===== config.mk =====
export PLATFORM = sky130hd
export DESIGN_NAME = hazard_scoreboard
export DESIGN_NICKNAME = d
export VERILOG_FILES = /design/src/rtl/hazard_pkg.sv /design/src/rtl/hazard_fwd_sel.sv /design/src/rtl/hazard_scoreboard.sv
export SDC_FILE = /design/constraint.sdc
export NUM_CORES = 1
export LEC_CHECK = 0
export ABC_AREA = 1
export CAP_MARGIN = 15
export CORE_ASPECT_RATIO = 1.2
export CORE_MARGIN = 2
export CORE_UTILIZATION = 57
export CTS_CLUSTER_DIAMETER = 100
export CTS_CLUSTER_SIZE = 20
export DETAILED_ROUTE_END_ITERATION = 8
export PLACE_DENSITY = 0.95
export SLEW_MARGIN = 20
export SYNTH_ARGS = -nofsm -noshare
export SYNTH_HDL_FRONTEND = slang
export SYNTH_SLANG_ARGS = --single-unit

===== constraint.sdc =====
create_clock -name clk_i -period 4.2 [get_ports clk_i]
set_input_delay 0.84 -clock clk_i [delete_from_list [all_inputs] [get_ports clk_i]]
set_output_delay 0.84 -clock clk_i [all_outputs]
set_load 0.02 [all_outputs]

===== src/rtl/hazard_pkg.sv =====
// Shared types for the ID-stage hazard scoreboard: instruction kinds,
// the shadow-pipeline entry and the counter saturation value.
package hazard_pkg;

    typedef enum logic [1:0] {
        KIND_ALU  = 2'd0,
        KIND_LOAD = 2'd1,
        KIND_LINK = 2'd2,
        KIND_NONE = 2'd3
    } kind_e;

    // Entry rd is stored at a fixed width; narrower register files zero-extend.
    localparam int RD_AW_MAX = 8;

    typedef struct packed {
        logic                 valid;
        logic [RD_AW_MAX-1:0] rd;
        logic                 wren;
        kind_e                kind;
    } shadow_entry_t;

    localparam logic [63:0] CNT_SAT_ALL = 64'hFFFF_FFFF_FFFF_FFFF;

endpackage


===== src/rtl/hazard_fwd_sel.sv =====
// Priority matcher for one source operand: the youngest in-flight writer
// of the register selects the forwarding source.
module hazard_fwd_sel
    import hazard_pkg::*;
#(
    parameter int NUM_STAGES = 3,
    parameter int REG_AW     = 5,
    parameter int LOAD_LAT   = 1,
    parameter int SEL_W      = $clog2(NUM_STAGES + 1)
) (
    input  shadow_entry_t [NUM_STAGES-1:0] entries,
    input  logic [REG_AW-1:0]              rs,
    input  logic                           rs_used,
    output logic [SEL_W-1:0]               sel,
    output logic                           link,
    output logic                           load_hit
);

    logic [NUM_STAGES-1:0] match_s;
    logic [RD_AW_MAX-1:0]  rs_ext_s;

    assign rs_ext_s = RD_AW_MAX'(rs);

    for (genvar g = 0; g < NUM_STAGES; g++) begin : g_match
        assign match_s[g] = entries[g].valid & entries[g].wren & rs_used &
                            (entries[g].rd != {RD_AW_MAX{1'b0}}) &
                            (entries[g].rd == rs_ext_s);
    end

    // Walk oldest to youngest so the youngest match overwrites earlier ones.
    always_comb begin
        sel      = {SEL_W{1'b0}};
        link     = 1'b0;
        load_hit = 1'b0;
        for (int k = NUM_STAGES - 1; k >= 0; k--) begin
            sel      = match_s[k] ? SEL_W'(k + 1) : sel;
            link     = match_s[k] ? (entries[k].kind == KIND_LINK) : link;
            load_hit = match_s[k] ? ((entries[k].kind == KIND_LOAD) && ((k + 1) <= LOAD_LAT))
                                  : load_hit;
        end
    end

endmodule


===== src/rtl/hazard_scoreboard.sv =====
// Data-hazard and forwarding unit beside ID: shadow pipeline of destination
// registers, per-operand forward selects, load-use stall and event counters.
module hazard_scoreboard
    import hazard_pkg::*;
#(
    parameter int NUM_STAGES = 3,
    parameter int REG_AW     = 5,
    parameter int LOAD_LAT   = 1,
    parameter int CNT_W      = 32,
    parameter int SEL_W      = $clog2(NUM_STAGES + 1)
) (
    input  logic              clk_i,
    input  logic              rst_i,
    input  logic              id_valid_i,
    input  logic [REG_AW-1:0] id_rs1_i,
    input  logic [REG_AW-1:0] id_rs2_i,
    input  logic              id_rs1_used_i,
    input  logic              id_rs2_used_i,
    input  logic [REG_AW-1:0] id_rd_i,
    input  logic              id_rd_wren_i,
    input  logic [1:0]        id_kind_i,
    input  logic              flush_i,
    input  logic              mem_busy_i,
    output logic              stall_o,
    output logic              bubble_o,
    output logic [SEL_W-1:0]  fwd_rs1_o,
    output logic [SEL_W-1:0]  fwd_rs2_o,
    output logic              link_rs1_o,
    output logic              link_rs2_o,
    output logic [CNT_W-1:0]  stall_cnt_o,
    output logic [CNT_W-1:0]  flush_cnt_o
);

    localparam logic [CNT_W-1:0] CNT_MAX = CNT_W'(CNT_SAT_ALL);
    localparam logic [CNT_W-1:0] CNT_ONE = {{(CNT_W-1){1'b0}}, 1'b1};

    shadow_entry_t [NUM_STAGES-1:0] shadow_r;
    shadow_entry_t                  entry_in_s;
    logic [CNT_W-1:0]               stall_cnt_r;
    logic [CNT_W-1:0]               flush_cnt_r;
    logic [SEL_W-1:0]               sel1_s;
    logic [SEL_W-1:0]               sel2_s;
    logic                           load1_s;
    logic                           load2_s;
    logic                           hazard_s;

    hazard_fwd_sel #(
        .NUM_STAGES (NUM_STAGES),
        .REG_AW     (REG_AW),
        .LOAD_LAT   (LOAD_LAT),
        .SEL_W      (SEL_W)
    ) u_sel_rs1 (
        .entries  (shadow_r),
        .rs       (id_rs1_i),
        .rs_used  (id_rs1_used_i),
        .sel      (sel1_s),
        .link     (link_rs1_o),
        .load_hit (load1_s)
    );

    hazard_fwd_sel #(
        .NUM_STAGES (NUM_STAGES),
        .REG_AW     (REG_AW),
        .LOAD_LAT   (LOAD_LAT),
        .SEL_W      (SEL_W)
    ) u_sel_rs2 (
        .entries  (shadow_r),
        .rs       (id_rs2_i),
        .rs_used  (id_rs2_used_i),
        .sel      (sel2_s),
        .link     (link_rs2_o),
        .load_hit (load2_s)
    );

    // Hazard detection, pipe control and the entry that would enter stage 1.
    always_comb begin
        hazard_s         = id_valid_i & (load1_s | load2_s);
        stall_o          = hazard_s | mem_busy_i;
        bubble_o         = (hazard_s | flush_i | ~id_valid_i) & ~mem_busy_i;
        fwd_rs1_o        = hazard_s ? {SEL_W{1'b0}} : sel1_s;
        fwd_rs2_o        = hazard_s ? {SEL_W{1'b0}} : sel2_s;
        entry_in_s.valid = id_valid_i & ~hazard_s & ~flush_i;
        entry_in_s.rd    = RD_AW_MAX'(id_rd_i);
        entry_in_s.wren  = id_rd_wren_i;
        entry_in_s.kind  = kind_e'(id_kind_i);
    end

    // Shadow pipeline advance; memory wait freezes every stage.
    always_ff @(posedge clk_i) begin
        if (rst_i) begin
            shadow_r <= '0;
        end else if (mem_busy_i) begin
            shadow_r <= shadow_r;
        end else begin
            for (int k = NUM_STAGES - 1; k >= 1; k--) begin
                shadow_r[k] <= shadow_r[k-1];
            end
            shadow_r[0] <= entry_in_s;
        end
    end

    // Saturating stall/flush event counters.
    always_ff @(posedge clk_i) begin
        if (rst_i) begin
            stall_cnt_r <= {CNT_W{1'b0}};
            flush_cnt_r <= {CNT_W{1'b0}};
        end else begin
            if (hazard_s && !mem_busy_i && (stall_cnt_r != CNT_MAX)) begin
                stall_cnt_r <= stall_cnt_r + CNT_ONE;
            end else begin
                stall_cnt_r <= stall_cnt_r;
            end
            if (flush_i && (flush_cnt_r != CNT_MAX)) begin
                flush_cnt_r <= flush_cnt_r + CNT_ONE;
            end else begin
                flush_cnt_r <= flush_cnt_r;
            end
        end
    end

    assign stall_cnt_o = stall_cnt_r;
    assign flush_cnt_o = flush_cnt_r;

endmodule


==> run_results.csv <==
group,metric,value,unit
floorplanning,die_h,110,µm
timing,finalMaxSlewViolations,0,
floorplanning,num_rows,38,
setup_path,r2r_slack,1.61,ns
placed_design,dpl-instance-area,6370,µm²
placed_design,place_ws,0.464,ns
routing,drt_iter0_markers,320,
clock_tree,clock_sinks,91,
layout,num_antenna_cells,0,
floorplanning,pin_count,97,
floorplanning,initial_utilization,58.8,%
routing,wirelength,13600,µm
timing,period_share,89.1,%
placed_design,portBuffers,96,
routing,vias_per_cell,5.38,
layout,drive_gt1_share,3.46,%
clock_tree,ctsResizeCount,0,
yosys,yosys.cell_types.count,32,
routing,via_count,5786,
global_route,grt-ovfl-total,0,
setup_path,path_max_fanout,3,
clock_tree,insertion_delay,0.36,ns
routing,drc,0,
min_path,hold_class,"reg -> reg",
setup_path,critPathMaxStageDelay,0.62,ns
pwr,power_density,262,nW/µm²
setup_path,startpoint_type,"input port",
yosys,async_flop_share,0,%
clock_tree,hold_buffers,0,
floorplanning,coreArea,9080,µm²
setup_path,crit_path_cell_trace,"clkdlybuf4s50_1 -> inv_1 -> nor2_1 -> nand3b_1 -> nor3_1 -> a21oi_1 -> a21oi_1 -> clkdlybuf4s50_1",
yosys,syn_inst,862,
status,status,"finished clean",
timing,max_freq,0.267,GHz
setup_path,endpoint_kind,"primary output",
setup_path,cp_slowest_cell,"clkdlybuf4s50_1",
global_route,antenna_found_initial,0,
yosys,yosys-top-cells-count,"nand2_1 (217), nor2_1 (153), inv_1 (94), dfxtp_1 (91), a21oi_1 (67)",
layout,design_area,6590,µm²
layout,stdcell_count,1075,
setup_path,arrival,2.90,ns
floorplanning,die_x,92.3,µm
floorplanning,dieArea,10200,µm²
pwr,p_switching,423,µW
setup_path,cp_data_required_time,3.36,ns
clock_tree,numCtsBuffers,9,
yosys,synth_edf_count,0,
clock_tree,cts_root_buf,"clkbuf_8",
routing,first_pass_iters,5,
timing,worst_pin_slew,0.704,ns
timing,fin_ws,0.460,ns
clock_tree,cts_tree,"built",
yosys,synth-seq-cells,91,
pwr,sequentialPowerShare,52.3,%
pwr,combPwrFrac,9.3,%
setup_path,r2r_start,"flush_cnt_o[0]",
setup_path,r2r_cells,12,
layout,area_delta_synth_final,23.4,%
yosys,synth_nets,889,
global_route,grt_max_degree,58,
yosys,synth_top_area_share,34.1,%
timing,relSlewSlack,52.9,%
clock_tree,postCtsSetupBuffers,0,
yosys,synth_top_area_cell,"dfxtp_1",
routing,ant_nets,0,
setup_path,crit_type,"in -> out",
global_route,grt_usage,27.2,%
pwr,power_leakage,0.00251,µW
timing,rsz0062_at_grt,"false",
yosys,yosysWarnings,0,
clock_tree,cts_buffer_depth,2,
global_route,grt_pass1_vias,5087,
pwr,irDropWorstVdd,0.167,mV
yosys,yosysMostFrequentCell,"nand2_1",
timing,period_needed,3.74,ns
yosys,synth-main-ff-cell,"dfxtp_1",
setup_path,critPathCapture,"link_rs2_o",
yosys,synth_area_leaders,"dfxtp_1 (34%), nand2_1 (15%), nor2_1 (11%), inv_1 (6.6%), a21oi_1 (6.3%)",
pwr,p_clk_share,38.4,%
flow_run,drv_cap,0,
yosys,synth_area,5340,µm²
pwr,swShare,24.5,%
yosys,ys_seq_area_share,34.1,%
timing,setup_viol,0,
pwr,p_int,1300,µW
timing,tns,0,ns
setup_path,critPathLaunch,"id_rs2_i[1]",
placed_design,globalplace.congestion,1.01,
setup_path,r2r-end,"flush_cnt_o[23]",
layout,nets,978,
global_route,grt_pass1_wl,22600,µm
layout,fill_cells,747,
timing,hold_viol,0,
clock_tree,path_clk_slew,0.09,ns
routing,avgRoutedWirePerCell,12.6,µm
clock_tree,cts_max_level,3,
timing,skew,0.00679,ns
yosys,synth.avg_cell_area,6.19,µm²
placed_design,post-dp-hpwl,9930,µm
placed_design,dp.cells,1060,
-- cells in the final DEF, fill, tap and decap left out, drive strengths merged, types with 3 or more instances in the layout --
master,Yosys,layout
nor2,156,156
nor4,3,3
nand4,15,15
xor2,14,14
nand3,58,58
inv,96,97
a21oi,67,67
xnor2,23,23
nor3b,4,4
clkbuf,15,11
clkinv,2,3
nor3,36,36
clkdlybuf4s50,0,96
nand3b,3,3
buf,10,7
o21ai,42,42
nand2,220,220
dfxtp,91,91
-- through the flow --
stage / total power (µW) / util (%) / hold slack [ns]
floorplan: 1020 / - / 0.435
global placement: 1080 / 70.1 / 0.453
detailed placement: 1080 / 70.1 / 0.465
CTS: 1730 / 72.5 / 0.477
global route: 1800 / 72.5 / 0.517
finish: 1720 / 72.5 / 0.476
-- metal layers --
metal,routed length [µm],GRT usage (%),vias up,share of wire (%)
met5,0,0,-,0
met4,393,12.4,0,2.9
met3,1010,5.64,37,7.5
met2,6500,47.0,234,48
met1,5680,32.8,2586,42
li1,-,-,2929,-
-- kinds of logic after synthesis --
| family | share of synthesized area, % |
|---|---|
| and+or+nand+nor | 39.5 |
| xor gates and xnor gates | 6.07 |
| AOI/OAI and AO/OA | 10.5 |
| adders and majority gates | 0.469 |
| buffers and inverters | 9.35 |
| DFF | 34.1 |
-- worst max-delay path: cells and delay by family --
kind | cells | cell delay, ns
buf+inv | 3 | 1.19
simple gates | 3 | 0.60
compound gates | 2 | 0.26
-- how the worst min path moves through the flow --
stage	endpoint	depth (start not counted)	slack, ns	start
floorplan	shadow_r[25]	2	0.43	shadow_r[25]
global placement	shadow_r[25]	2	0.45	shadow_r[25]
detailed placement	shadow_r[25]	2	0.47	shadow_r[25]
CTS	shadow_r[25]	2	0.48	shadow_r[25]
global route	shadow_r[26]	2	0.52	shadow_r[26]
finish	shadow_r[25]	2	0.48	shadow_r[25]
-- sequential cells by signal, summed over array words and instances (netlist names) --
register	cells
flush_cnt_o	32
stall_cnt_o	32
shadow_r	27
-- power by group through the flow --
| stage | logic, µW | clock network [µW] | registers, µW |
|---|---|---|---|
| after floorplan | 101 | 0 | 918 |
| after global placement | 157 | 0 | 921 |
| after detailed placement | 159 | 0 | 922 |
| after CTS | 160 | 671 | 902 |
| after global routing | 180 | 712 | 905 |
| final | 161 | 661 | 902 |
-- final cells by class --
type / instances / area, µm² / share of cell area, %
clock buffer: 11 / 141 / 2.15
clock inverter: 4 / 73.8 / 1.12
inverter: 98 / 368 / 5.59
multi-input combinational: 648 / 3020 / 45.8
sequential: 91 / 1820 / 27.7
tap: 120 / 150 / 2.28
timing repair buffer: 103 / 1010 / 15.4
Note: power is estimated with default switching activity, not from simulation.
